## src/rtl/spi_slave_io_pkg.sv

```systemverilog
`default_nettype none
// ============================================================================
//  Module      : spi_slave_io_pkg
//  Description : Shared constants for the Beta SPI responder. This covers the
//                status bit positions, the control field positions, the FSM
//                state encoding and small width helpers.
//  Revision    : 1.0 - initial release
// ============================================================================
package spi_slave_io_pkg;

    // Status word bit positions
    localparam int c_STAT_RX_VALID = 0;
    localparam int c_STAT_BUSY     = 1;
    localparam int c_STAT_OVERRUN  = 2;
    localparam int c_STAT_TX_STALE = 3;

    // Control word fields
    localparam int c_CTRL_WIDTH_LSB = 0;
    localparam int c_CTRL_WIDTH_MSB = 4;
    localparam int c_CTRL_ENABLE    = 8;

    // FSM state encoding
    localparam logic [2:0] c_ST_OFF   = 3'd0;
    localparam logic [2:0] c_ST_IDLE  = 3'd1;
    localparam logic [2:0] c_ST_START = 3'd2;
    localparam logic [2:0] c_ST_SHIFT = 3'd3;
    localparam logic [2:0] c_ST_DONE  = 3'd4;

    // A programmed width of zero still moves one bit per frame
    function automatic logic [4:0] eff_width(input logic [4:0] raw);
        return (raw == 5'd0) ? 5'd1 : raw;
    endfunction

    // Right-justified mask with the low w bits set (w is at most 31)
    function automatic logic [31:0] width_mask(input logic [4:0] w);
        return (32'd1 << w) - 32'd1;
    endfunction

endpackage
`default_nettype wire

```

## src/rtl/spi_pin_sync.sv

```systemverilog
`default_nettype none
// ============================================================================
//  Module      : spi_pin_sync
//  Description : Two-flop synchronizer for one asynchronous SPI pin. A third
//                register provides one-cycle rise/fall strobes on the
//                synchronized level.
//  Revision    : 1.0 - initial release
// ============================================================================
module spi_pin_sync #(
    parameter logic RESET_VAL = 1'b0
) (
    input  logic clk,
    input  logic reset,
    input  logic pin,
    output logic sync,
    output logic rise,
    output logic fall
);
    import spi_slave_io_pkg::*;

    logic r_meta;
    logic r_sync;
    logic r_prev;

    // Synchronizer chain plus the delayed copy used for edge detection
    always_ff @(posedge clk) begin
        if (reset) begin
            r_meta <= RESET_VAL;
            r_sync <= RESET_VAL;
            r_prev <= RESET_VAL;
        end else begin
            r_meta <= pin;
            r_sync <= r_meta;
            r_prev <= r_sync;
        end
    end

    assign sync = r_sync;
    assign rise = r_sync & ~r_prev;
    assign fall = ~r_sync & r_prev;

endmodule
`default_nettype wire

```

## src/rtl/spi_slave_io.sv

```systemverilog
`default_nettype none
// ============================================================================
//  Module      : spi_slave_io
//  Description : Memory-mapped SPI mode-0 responder for the Beta I/O bus.
//                It oversamples sclk/mosi/cs_n and shifts a run-time
//                programmable word (1..31 bits) MSB-first in both directions.
//  Revision    : 1.0 - initial release
// ============================================================================
module spi_slave_io (
    input  logic        clk,
    input  logic        reset,
    input  logic [31:0] ctrl_reg,
    input  logic [31:0] din,
    input  logic        load,
    input  logic        ack,
    output logic [31:0] dout,
    output logic [31:0] status_reg,
    input  logic        sclk,
    input  logic        mosi,
    input  logic        cs_n,
    output logic        miso
);
    import spi_slave_io_pkg::*;

    localparam int c_PIN_SCLK = 0;
    localparam int c_PIN_MOSI = 1;
    localparam int c_PIN_CS   = 2;
    localparam int c_NUM_PINS = 3;

    // ------------------------------------------------------------------
    // Pin conditioning
    // ------------------------------------------------------------------
    logic [c_NUM_PINS-1:0] w_pins;
    logic [c_NUM_PINS-1:0] w_pin_sync;
    logic [c_NUM_PINS-1:0] w_pin_rise;
    logic [c_NUM_PINS-1:0] w_pin_fall;

    assign w_pins = {cs_n, mosi, sclk};

    // cs_n comes out of reset deasserted so that no frame starts on reset release
    generate
        for (genvar i = 0; i < c_NUM_PINS; i++) begin : g_pin_sync
            spi_pin_sync #(
                .RESET_VAL (i == c_PIN_CS)
            ) u_pin_sync (
                .clk   (clk),
                .reset (reset),
                .pin   (w_pins[i]),
                .sync  (w_pin_sync[i]),
                .rise  (w_pin_rise[i]),
                .fall  (w_pin_fall[i])
            );
        end
    endgenerate

    logic w_sclk_rise;
    logic w_sclk_fall;
    logic w_mosi_sync;
    logic w_cs_sync;

    assign w_sclk_rise = w_pin_rise[c_PIN_SCLK];
    assign w_sclk_fall = w_pin_fall[c_PIN_SCLK];
    assign w_mosi_sync = w_pin_sync[c_PIN_MOSI];
    assign w_cs_sync   = w_pin_sync[c_PIN_CS];

    // Strobes and control bits that this block does not use
    logic w_unused_bits;
    assign w_unused_bits = ^{w_pin_sync[c_PIN_SCLK],
                             w_pin_rise[c_PIN_MOSI], w_pin_fall[c_PIN_MOSI],
                             w_pin_rise[c_PIN_CS],   w_pin_fall[c_PIN_CS],
                             ctrl_reg[31:9], ctrl_reg[7:5]};

    // ------------------------------------------------------------------
    // Control decode
    // ------------------------------------------------------------------
    logic       w_enable;
    logic [4:0] w_start_width;

    assign w_enable      = ctrl_reg[c_CTRL_ENABLE];
    assign w_start_width = eff_width(ctrl_reg[c_CTRL_WIDTH_MSB:c_CTRL_WIDTH_LSB]);

    // ------------------------------------------------------------------
    // State and datapath registers
    // ------------------------------------------------------------------
    logic [2:0]  r_state;
    logic [2:0]  w_next_state;
    logic [4:0]  r_width;
    logic [4:0]  r_count;
    logic [31:0] r_hold;
    logic        r_loaded;
    logic [31:0] r_tx_shift;
    logic [31:0] r_rx_shift;
    logic        r_miso;
    logic [31:0] r_dout;
    logic        r_rx_valid;
    logic        r_busy;
    logic        r_overrun;
    logic        r_tx_stale;

    // The frame is complete on the rising strobe that takes the count to width
    logic w_last_rise;
    assign w_last_rise = w_sclk_rise && ((r_count + 5'd1) == r_width);

    // Bit sent on the next falling edge, indexed from the MSB of the frame
    logic [4:0] w_tx_index;
    assign w_tx_index = r_width - 5'd1 - r_count;

    // FSM state register
    always_ff @(posedge clk) begin
        if (reset) begin
            r_state <= c_ST_OFF;
        end else begin
            r_state <= w_next_state;
        end
    end

    // FSM next-state logic; losing enable overrides every other transition
    always_comb begin
        w_next_state = r_state;
        if (!w_enable) begin
            w_next_state = c_ST_OFF;
        end else begin
            case (r_state)
                c_ST_OFF:   w_next_state = c_ST_IDLE;
                c_ST_IDLE:  if (!w_cs_sync) w_next_state = c_ST_START;
                c_ST_START: w_next_state = c_ST_SHIFT;
                c_ST_SHIFT: begin
                    if (w_last_rise) begin
                        w_next_state = c_ST_DONE;
                    end else if (w_cs_sync) begin
                        w_next_state = c_ST_IDLE;
                    end
                end
                c_ST_DONE:  w_next_state = w_cs_sync ? c_ST_IDLE : c_ST_START;
                default:    w_next_state = c_ST_OFF;
            endcase
        end
    end

    // Bus-side registers plus the shift datapath; DONE is written last so it wins over ack
    always_ff @(posedge clk) begin
        if (reset) begin
            r_width    <= 5'd1;
            r_count    <= 5'd0;
            r_hold     <= 32'd0;
            r_loaded   <= 1'b0;
            r_tx_shift <= 32'd0;
            r_rx_shift <= 32'd0;
            r_miso     <= 1'b0;
            r_dout     <= 32'd0;
            r_rx_valid <= 1'b0;
            r_busy     <= 1'b0;
            r_overrun  <= 1'b0;
            r_tx_stale <= 1'b0;
        end else begin
            if (load) begin
                r_hold <= din;
            end

            // A load coinciding with START counts toward the following frame
            if (r_state == c_ST_START) begin
                r_loaded <= load;
            end else if (load) begin
                r_loaded <= 1'b1;
            end

            if (ack) begin
                r_rx_valid <= 1'b0;
                r_overrun  <= 1'b0;
            end

            if (!w_enable) begin
                r_count <= 5'd0;
                r_miso  <= 1'b0;
                r_busy  <= 1'b0;
            end else begin
                case (r_state)
                    c_ST_OFF: begin
                        r_count <= 5'd0;
                        r_miso  <= 1'b0;
                        r_busy  <= 1'b0;
                    end
                    c_ST_START: begin
                        r_width    <= w_start_width;
                        r_tx_shift <= r_hold;
                        r_miso     <= r_hold[w_start_width - 5'd1];
                        r_rx_shift <= 32'd0;
                        r_count    <= 5'd0;
                        r_busy     <= 1'b1;
                        r_tx_stale <= ~r_loaded;
                    end
                    c_ST_SHIFT: begin
                        if (w_sclk_rise) begin
                            r_rx_shift <= {r_rx_shift[30:0], w_mosi_sync};
                            r_count    <= r_count + 5'd1;
                        end
                        if (w_sclk_fall && (r_count < r_width)) begin
                            r_miso <= r_tx_shift[w_tx_index];
                        end
                        if (w_cs_sync && !w_last_rise) begin
                            r_busy <= 1'b0;
                        end
                    end
                    c_ST_DONE: begin
                        r_dout     <= r_rx_shift & width_mask(r_width);
                        r_overrun  <= r_overrun | r_rx_valid;
                        r_rx_valid <= 1'b1;
                        r_busy     <= 1'b0;
                    end
                    default: begin
                    end
                endcase
            end
        end
    end

    // Status word assembly
    always_comb begin
        status_reg                  = 32'd0;
        status_reg[c_STAT_RX_VALID] = r_rx_valid;
        status_reg[c_STAT_BUSY]     = r_busy;
        status_reg[c_STAT_OVERRUN]  = r_overrun;
        status_reg[c_STAT_TX_STALE] = r_tx_stale;
    end

    assign dout = r_dout;
    assign miso = r_miso;

endmodule
`default_nettype wire

```

## config.mk

```make
export PLATFORM = sky130hd
export DESIGN_NAME = spi_slave_io
export DESIGN_NICKNAME = d
export VERILOG_FILES = /design/src/rtl/spi_slave_io_pkg.sv /design/src/rtl/spi_pin_sync.sv /design/src/rtl/spi_slave_io.sv
export SDC_FILE = /design/constraint.sdc
export NUM_CORES = 1
export LEC_CHECK = 0
export BUFFER_PORTS_ARGS = -buffer_cell sky130_fd_sc_hd__buf_2
export CORE_MARGIN = 1.5
export CORE_UTILIZATION = 35
export DETAILED_ROUTE_END_ITERATION = 8
export GPL_ROUTABILITY_DRIVEN = 0
export GPL_TIMING_DRIVEN = 0
export MAX_ROUTING_LAYER = met4
export PLACE_DENSITY = 0.58
export SLEW_MARGIN = 20
export SYNTH_ARGS = -nofsm -noshare
export SYNTH_HDL_FRONTEND = slang
export SYNTH_SLANG_ARGS = --single-unit
```

## constraint.sdc

```tcl
create_clock -name clk -period 7.8 [get_ports clk]
set_input_delay 0.39 -clock clk [delete_from_list [all_inputs] [get_ports clk]]
set_output_delay 0.39 -clock clk [all_outputs]
set_load 0.02 [all_outputs]
```

==> out/metrics.csv, run 1 <==
metric,value,unit
Synth cell types,55,
first-pass GRT wire length,31700,µm
root buffer cell,clkbuf_16,
clk sink count,153,
"commonest non-fill, non-tap cells in the layout","160 x nand2_1, 153 x dfxtp_1, 126 x a21oi_1, 81 x buf_2, 77 x nor2_1",
largest net degree at the start of global routing,17,
setup_tns,0,ns
area of the multi-input gates,3720,µm²
filler cell count,2121,
DP Area,8060,µm²
Combinational Power Share,0.065,
grt ovf,0,
main combinational cell family by area after synthesis,simple AND/OR/NAND/NOR gates,
clock power share,0.475,
drt first pass iters,5,
P per Cell Area,202,nW/µm²
fin. max-slew vios,0,
xor/xnor share of the synthesized area,0.0157,
crit path kind,flip-flop to flip-flop,
vias after detailed routing,6375,
Max VDD drop,0.000148,V
slew at the pin with the worst max-slew slack,0.848,ns
Syn-to-layout area delta,19.7,%
PortBufs,77,
Total GRT Usage,0.192,
cts repair resizes,0,
final hold viol count,0,
Async SR Flop Fraction,0,
Syn Inst Count,875,
antenna violations before repair,1,
Post-DP HPWL,14200,µm
clk slew on worst S/H paths,0.06,ns
CTS tree,built,
Net Sw Frac,0.254,
fin crit share,0.387,
H-tree depth,4,
post-layout min period,3.02,ns
"most common cell after layout, fill and taps aside",nand2_1,
worst-path fanout max,8,
initial core utilization,0.357,
Max Clock Skew,0.0134,ns
Post-synth EDFFs,0,
Die H,147,µm
critical path data required time,8.12,ns
critical path launch point,r_width[1]$_SDFFE_PP0P_,
Reg-to-Reg Start,r_width[1]$_SDFFE_PP0P_,
Max Cap Violations,0,
Antenna Nets Post-Route,0,
Final #Nets,1081,
hold path start,cs_n,
die width,147,µm
Critical Path AT,3.33,ns
Final setup viols,0,
wire per inst,15.2,µm
Syn. warnings,0,
adder-cell share of the synthesized area,0.0218,
vias in the first global route,5900,
Max Root-Sink Buffers,2,
CP Launch Type,flip-flop,
syn avg cell area,8.27,µm²
FP Rows,52,
Reg area,3060,µm²
Slew HR,0.435,
worst min path class,input pin to flip-flop,
DRC errors left,0,
outcome,"finished, final reports clean",
fmax,331,MHz
mux contribution to synthesized area,0.112,
Clock Latency Late Sink,0.43,ns
RSZ-0062 raised after global routing,false,
DR iter-0 viols,402,
element type at the critical path end,flip-flop,
Core Box Area,20200,µm²
Synth Cell Area,7230,µm²
Boundary Pins,136,
complex-gate fraction of the synthesized area,0.136,
sequential area share after synthesis,0.424,
"Hold-fix buffers, CTS",0,
Post-Synth Simple-Gate Area,0.215,
die area,21500,µm²
final wirelength,19500,µm
Finished Cell Area,8660,µm²
Pint,1.30,mW
vias per cell,4.97,
Post-CTS Repair Setup Buffers,0,
Synth Flop Type,dfxtp_1,
sw power,444,µW
proportion of layout cells with a drive suffix above 1,0.164,
CTS buffer count,17,
Leak,3.42,nW
sequential share of power,0.460,
Yosys reg bits,153,
-- kinds of logic (layout without fill, tap and decap cells) --
group / after synthesis / after routing
simple gates: 352 / 352
fa+ha+maj: 12 / 12
buf+inv: 109 / 218
flops: 153 / 153
other cells: 1 / 30
xor+xnor: 13 / 13
compound gates: 177 / 177
mux: 58 / 58
-- path summary, 6_finish.rpt --
path	end	slack, ns	cells past startpoint
max	miso$_SDFFE_PP0P_	4.78	10
min	g_pin_sync[2].u_pin_sync.r_meta$_SDFF_PP1_	0.14	2
max reg2reg	miso$_SDFFE_PP0P_	4.78	10
min reg2reg	g_pin_sync[2].u_pin_sync.sync$_SDFF_PP1_	0.41	1
-- synthesized netlist by cell type, drive strengths merged, types with 2 or more instances --
library cell	instances	area [µm²]
dfxtp	153	3060
o21ai	19	95.1
nand3	57	285
o31ai	2	15.0
o2111ai	3	26.3
nand2b	8	50.1
a22oi	2	15.0
nand3b	3	22.5
or4	3	22.5
mux4	16	387
inv	9	33.8
or2	4	25.0
o211ai	2	15.0
and3	3	18.8
buf	49	320
xor2	7	61.3
xnor2	6	52.6
mux2	2	22.5
nand2	160	601
mux2i	40	400
ha	11	138
nor3	12	60.1
a21oi	127	647
clkbuf	48	180
a211oi	4	30.0
nor3b	5	37.5
nand4	5	31.3
o22ai	2	12.5
nor2	79	315
clkinv	3	11.3
nor2b	8	50.1
a31oi	4	25.0
o311ai	2	17.5
o21a	3	22.5
a22o	2	17.5
-- worst max-delay path: stages, from the launching register on --
cell and delay [ns]:
dfxtp_1 0.48, inv_1 0.24, fa_1 0.56, buf_2 0.27
mux4_2 0.55, nor2b_1 0.14, a211oi_1 0.26, a21oi_1 0.07
mux2i_1 0.15, or4_1 0.12, nand3_1 0.06
-- flip-flops by register name, indices dropped and copies added (netlist names), 3 cells and up --
register and flops:
dout 32, g_pin_sync.u_pin_sync.r_meta 3, g_pin_sync.u_pin_sync.sync 3, r_count 5
r_hold 32, r_rx_shift 31, r_state 3, r_tx_shift 32
r_width 5
-- per-layer routing --
| layer | GRT usage | routed length, µm | vias to the layer above |
|---|---|---|---|
| met3 | 0.0444 | 1000 | 20 |
| met5 | - | 0 | - |
| li1 | - | - | 3208 |
| met2 | 0.292 | 8800 | 160 |
| met4 | 0.0556 | 263 | 0 |
| met1 | 0.255 | 9480 | 2987 |
-- power by group through the flow --
stage	combinational, mW	sequential [mW]	clock, mW
floorplan	0.0826	0.817	0
global placement	0.113	0.821	0
detailed placement	0.114	0.821	0
CTS	0.114	0.803	0.850
global route	0.124	0.804	0.882
finish	0.113	0.803	0.831
-- area by class of cell --
type,instances,area share
clock inverters,14,0.0179
flip-flops and latches,153,0.354
repair buffers,77,0.0445
clock buffers,18,0.0507
diodes,2,0.000578
inverters,12,0.00520
multi-input cells,640,0.430
well taps,270,0.0390
plain buffers,97,0.0578
-- per-stage QoR --
stage	power [mW]	setup WS, ns	hold WS [ns]	utilization	cells
after global placement	0.933	4.79	0.399	0.398	1249
after detailed placement	0.934	4.78	0.393	0.398	1249
final	1.75	4.78	0.144	0.428	1283
after floorplan	0.899	5.28	0.389	-	902
after CTS	1.77	4.78	0.136	0.428	1281
after global routing	1.81	4.64	0.136	0.428	1282
Power figures use the tool's default switching activity.
==> run 2, diff against run 1 <==
PLACE_DENSITY = 0.6   (was 0.58)
clock period = 2.5 ns   (was 7.8 ns; I/O delays follow)
==> out/metrics.csv, run 2 (synthesized netlist as in run 1, its figures left out) <==
metric,value,unit,change
outcome,"finished, final reports clean",,
Boundary Pins,136,,unchanged
Antenna Nets Post-Route,0,,unchanged
proportion of layout cells with a drive suffix above 1,0.188,,+0.0243
Post-DP HPWL,14200,µm,-0.44%
final worst setup slack,0.0157,ns,-4.77 ns
Total GRT Usage,0.195,,+0.00251
vias after detailed routing,6635,,+4.1%
dpl ws,-0.363,ns,-5.15 ns
first-pass GRT wire length,32300,µm,+2.0%
crit path kind,flip-flop to flip-flop,,
DP Area,8060,µm²,about the same
post-layout min period,2.48,ns,-0.534 ns
worst min path class,input pin to flip-flop,,
CP Launch Type,flip-flop,,
final wirelength,20200,µm,+3.5%
wire per inst,15.2,µm,about the same
"commonest non-fill, non-tap cells in the layout","160 x nand2_1, 149 x dfxtp_1, 125 x a21oi_1, 81 x buf_2, 75 x nor2_1",,
fin crit share,0.994,,+0.607
"most common cell after layout, fill and taps aside",nand2_1,,
CTS buffer count,17,,unchanged
setup_tns,0,ns,unchanged
area of the multi-input gates,3800,µm²,+2.0%
Reg area,3070,µm²,+0.33%
PortBufs,77,,unchanged
Die H,147,µm,unchanged
final hold viol count,0,,unchanged
clk slew on worst S/H paths,0.07,ns,about the same
grt ovf,0,,unchanged
Final #Nets,1126,,+4.2%
FP Rows,52,,unchanged
filler cell count,2033,,-4.1%
Max Clock Skew,0.0118,ns,-0.00164 ns
fmax,403,MHz,+22%
Core Box Area,20200,µm²,unchanged
DRC errors left,0,,unchanged
drt first pass iters,5,,unchanged
CTS tree,built,,
vias in the first global route,6140,,+4.1%
slew at the pin with the worst max-slew slack,0.846,ns,-0.00158 ns
RSZ-0062 raised after global routing,true,,
Final setup viols,0,,unchanged
antenna violations before repair,1,,unchanged
worst-path fanout max,2,,-6
die area,21500,µm²,unchanged
largest net degree at the start of global routing,17,,unchanged
Critical Path Most Common Cell,inv_2,,
fin. max-slew vios,0,,unchanged
total power,5.74,mW,+230%
initial core utilization,0.357,,unchanged
Finished Cell Area,9250,µm²,+6.8%
vias per cell,5.00,,+0.63%
element type at the critical path end,flip-flop,,
H-tree depth,4,,unchanged
Critical Path AT,2.79,ns,-0.54 ns
Slowest cell on crit path,mux4_2,,
Max VDD drop,0.000469,V,+220%
Syn-to-layout area delta,27.9,%,
root buffer cell,clkbuf_16,,
Max Cap Violations,0,,unchanged
Final Non-Filler Cells,1327,,+3.4%
Max Root-Sink Buffers,2,,unchanged
worst-path cell chain,inv_2 > ha_4 > inv_2 > fa_1 > buf_6 > mux4_2 > nor2b_4 > a211oi_2 > a21oi_1 > mux2i_1 > or4_1 > nand3_1,,
Leak,3.69,nW,+7.7%
Post-Place Cells,1249,,unchanged
clk sink count,153,,unchanged
Clock Latency Late Sink,0.43,ns,about the same
P per Cell Area,621,nW/µm²,+210%
die width,147,µm,unchanged
critical path data required time,2.81,ns,-5.31 ns
Slew HR,0.436,,+0.00105
DR iter-0 viols,425,,+5.7%
max incr delay on CP,0.51,ns,-0.05 ns
run 2: changes by cell type in the layout (fill, tap and decap cells not counted), sizes merged:
| cell | previous run | this run |
|---|---|---|
| buf | 126 | 135 |
| bufinv | 1 | 4 |
| clkbuf | 66 | 64 |
| clkinv | 6 | 4 |
| diode | 2 | 1 |
| dlygate4sd3 | 0 | 38 |
| inv | 18 | 17 |
run 2: cell type report:
type	instances	share of cell area
well taps	270	0.0365
clock inverters	14	0.0225
inverters	12	0.00555
repair buffers	123	0.0893
flip-flops and latches	153	0.332
plain buffers	96	0.0553
multi-input cells	640	0.411
diodes	1	0.000271
clock buffers	18	0.0475
run 2: path summary, 6_finish.rpt:
path | endpoint | start | cells after the start | slack [ns]
max | miso$_SDFFE_PP0P_ | r_count[0]$_SDFFE_PP0P_ | 12 | 0.02
min | r_width[3]$_SDFFE_PP0P_ | ctrl_reg[3] | 3 | 0.02
max reg2reg | miso$_SDFFE_PP0P_ | r_count[0]$_SDFFE_PP0P_ | 12 | 0.02
min reg2reg | g_pin_sync[2].u_pin_sync.sync$_SDFF_PP1_ | g_pin_sync[2].u_pin_sync.r_meta$_SDFF_PP1_ | 1 | 0.43
run 2: critical path: cells and delay by family, from the launching register on:
family                   cells  cell delay (ns)
buffers and inverters        3             0.22
adder cells (fa/ha/maj)      2             0.63
AO/OA/AOI/OAI                2             0.22
AND/OR/NAND/NOR              3             0.33
multiplexers                 2             0.65
flip-flops                   1             0.32
run 2: metal layers:
| metal | share of wire | global-route usage | up-vias |
|---|---|---|---|
| li1 | - | - | 3288 |
| met3 | 0.060 | 0.0388 | 19 |
| met4 | 0.011 | 0.0500 | 0 |
| met5 | 0 | - | - |
| met1 | 0.46 | 0.253 | 3120 |
| met2 | 0.47 | 0.310 | 208 |
run 2: through the flow:
stage	hold slack [ns]	util
global placement	0.320	0.398
detailed placement	0.314	0.398
finish	0.0186	0.457
global route	0.0410	0.457
floorplan	0.229	-
CTS	0.00209	0.453
run 2: timing repair:
action | 4_1_cts | 5_1_grt
resized for setup | 22 | 14
endpoints found under the hold margin | 39 | 0
pin swaps | 2 | 1
gates cloned | 0 | 0
hold buffers | 38 | 0
buffers inserted | 2 | 6
setup endpoints to repair | 15 | 13
run 2: report_power, final:
| group | switching, mW | internal (mW) |
|---|---|---|
| Clock | 1.11 | 1.73 |
| Sequential | 0.0297 | 2.47 |
| Combinational | 0.219 | 0.187 |
==> run 3, diff against run 2 <==
CORE_MARGIN = not set   (was 1.5)
REMOVE_ABC_BUFFERS = 1   (was not set)
==> out/metrics.csv, run 3 (synthesized netlist as in run 1, its figures left out) <==
metric,value,unit,change
outcome,finished with violations,,
violated checks,negative setup slack,,
final hold viol count,0,,unchanged
Post-Place Cells,1159,,-7.2%
clk sink count,153,,unchanged
Final Non-Filler Cells,1242,,-6.4%
FP Rows,52,,unchanged
vias in the first global route,5572,,-9.3%
H-tree depth,4,,unchanged
Antenna Nets Post-Route,0,,unchanged
max incr delay on CP,0.60,ns,+0.09 ns
DRC errors left,0,,unchanged
filler cell count,2044,,+0.54%
first-pass GRT wire length,28800,µm,-11%
total power,5.42,mW,-5.6%
root buffer cell,clkbuf_16,,
worst-path fanout max,2,,unchanged
fin crit share,1.01,,+0.0149
"commonest non-fill, non-tap cells in the layout","160 x nand2_1, 147 x dfxtp_1, 125 x a21oi_1, 80 x buf_2, 76 x nor2_1",,
antenna violations before repair,1,,unchanged
Boundary Pins,136,,unchanged
Post-DP HPWL,11200,µm,-21%
Critical Path Most Common Cell,inv_2,,
P per Cell Area,612,nW/µm²,-1.5%
Max VDD drop,0.000458,V,-2.2%
wire per inst,14.4,µm,-5.8%
grt ovf,0,,unchanged
proportion of layout cells with a drive suffix above 1,0.181,,-0.00719
drt first pass iters,4,,-1
Slowest cell on crit path,fa_2,,
Clock Latency Late Sink,0.42,ns,about the same
initial core utilization,0.357,,unchanged
element type at the critical path end,flip-flop,,
Max Root-Sink Buffers,2,,unchanged
fmax,397,MHz,-1.5%
"CP delay by family, top",adder cells,,
Total GRT Usage,0.174,,-0.0207
CTS buffer count,17,,unchanged
critical path data required time,2.82,ns,about the same
die width,146,µm,-0.68%
post-layout min period,2.52,ns,+0.0373 ns
DR iter-0 viols,475,,+12%
Final setup viols,1,,+1
setup_tns,-0.0216,ns,-0.0216 ns
Die H,146,µm,-0.68%
Critical Path AT,2.84,ns,+0.05 ns
worst-path cell chain,inv_2 > ha_4 > inv_2 > fa_2 > mux4_2 > nor2b_4 > a211oi_2 > a21oi_1 > mux2i_1 > or4_1 > nand3_1,,
CP Launch Type,flip-flop,,
final worst setup slack,-0.0216,ns,-0.0373 ns
final wirelength,17800,µm,-12%
utilization after layout,0.438,,-0.0189
CTS tree,built,,
RSZ-0062 raised after global routing,true,,
Slew HR,0.351,,-0.0847
Finished Cell Area,8860,µm²,-4.1%
vias per cell,4.98,,-0.45%
Syn-to-layout area delta,22.6,%,
slew at the pin with the worst max-slew slack,0.973,ns,+0.127 ns
Core Box Area,20200,µm²,unchanged
Leak,3.44,nW,-6.7%
"most common cell after layout, fill and taps aside",nand2_1,,
worst min path class,input pin to flip-flop,,
largest net degree at the start of global routing,91,,+74
clk slew on worst S/H paths,0.06,ns,about the same
crit path kind,flip-flop to flip-flop,,
PortBufs,81,,+5.2%
DP Area,7680,µm²,-4.7%
fin. max-slew vios,0,,unchanged
Max Clock Skew,0.00676,ns,-0.00500 ns
WP buf/inv,2,,-1
Max Cap Violations,0,,unchanged
vias after detailed routing,6182,,-6.8%
Final #Nets,1042,,-7.5%
die area,21200,µm²,-1.4%
[run 3: changes by cell type in the layout (fill, tap and decap cells not counted), sizes merged, moves of 3 or more]
cell      previous run  this run
clkbuf              64        18
buf                135        98
inv                 17         9
clkinv               4         9
clkinvlp             1         4
[run 3: report_power, final]
part,switching [mW],total (mW),internal [mW],leakage [nW]
registers,0.0291,2.50,2.47,1.24
clock network,1.02,2.57,1.56,0.281
logic,0.194,0.349,0.155,1.92
[run 3: what timing repair did]
action | 4_1_cts | 5_1_grt
pin swaps | 6 | 4
endpoints found under the hold margin | 38 | 0
buffers inserted | 9 | 4
resized for setup | 29 | 6
endpoints found under the setup margin | 20 | 5
hold buffers | 37 | 0
[run 3: metrics by stage]
step | hold WS, ns | setup WS, ns
floorplan | 0.194 | -0.257
global placement | 0.324 | -0.943
detailed placement | 0.322 | -0.974
CTS | 0.00583 | -0.0668
global route | 0.0465 | -0.110
finish | 0.0292 | -0.0216
[run 3: layout make-up]
cell class / count / area [µm²] / area share
well taps: 270 / 338 / 0.0381
multi-input cells: 640 / 3820 / 0.431
inverters: 12 / 53.8 / 0.00607
diodes: 1 / 2.50 / 0.000282
clock inverters: 13 / 155 / 0.0175
clock buffers: 18 / 429 / 0.0484
flip-flops and latches: 153 / 3080 / 0.348
repair buffers: 135 / 985 / 0.111
[run 3: tightest hold or removal path: cells and delay by family]
family	cells	cell delay (ns)
buf+inv	1	0.15
simple gates	1	0.08
compound gates	1	0.05
[run 3: worst paths after layout]
kind                                               from                                        to  slack (ns)  depth (start not counted)
min                                         ctrl_reg[4]                   r_width[4]$_SDFFE_PP0P_        0.03                          3
max                             r_count[0]$_SDFFE_PP0P_                         miso$_SDFFE_PP0P_       -0.02                         11
min reg2reg  g_pin_sync[2].u_pin_sync.r_meta$_SDFF_PP1_  g_pin_sync[2].u_pin_sync.sync$_SDFF_PP1_        0.41                          1
max reg2reg                     r_count[0]$_SDFFE_PP0P_                         miso$_SDFFE_PP0P_       -0.02                         11
[run 3: routing by layer]
layer  routed length [µm]  track usage  vias to the layer above
li1                     -            -                     3125
met1                 8240        0.222                     2876
met3                  927       0.0417                       20
met5                    0            -                        -
met2                 8470        0.273                      161
met4                  188       0.0484                        0
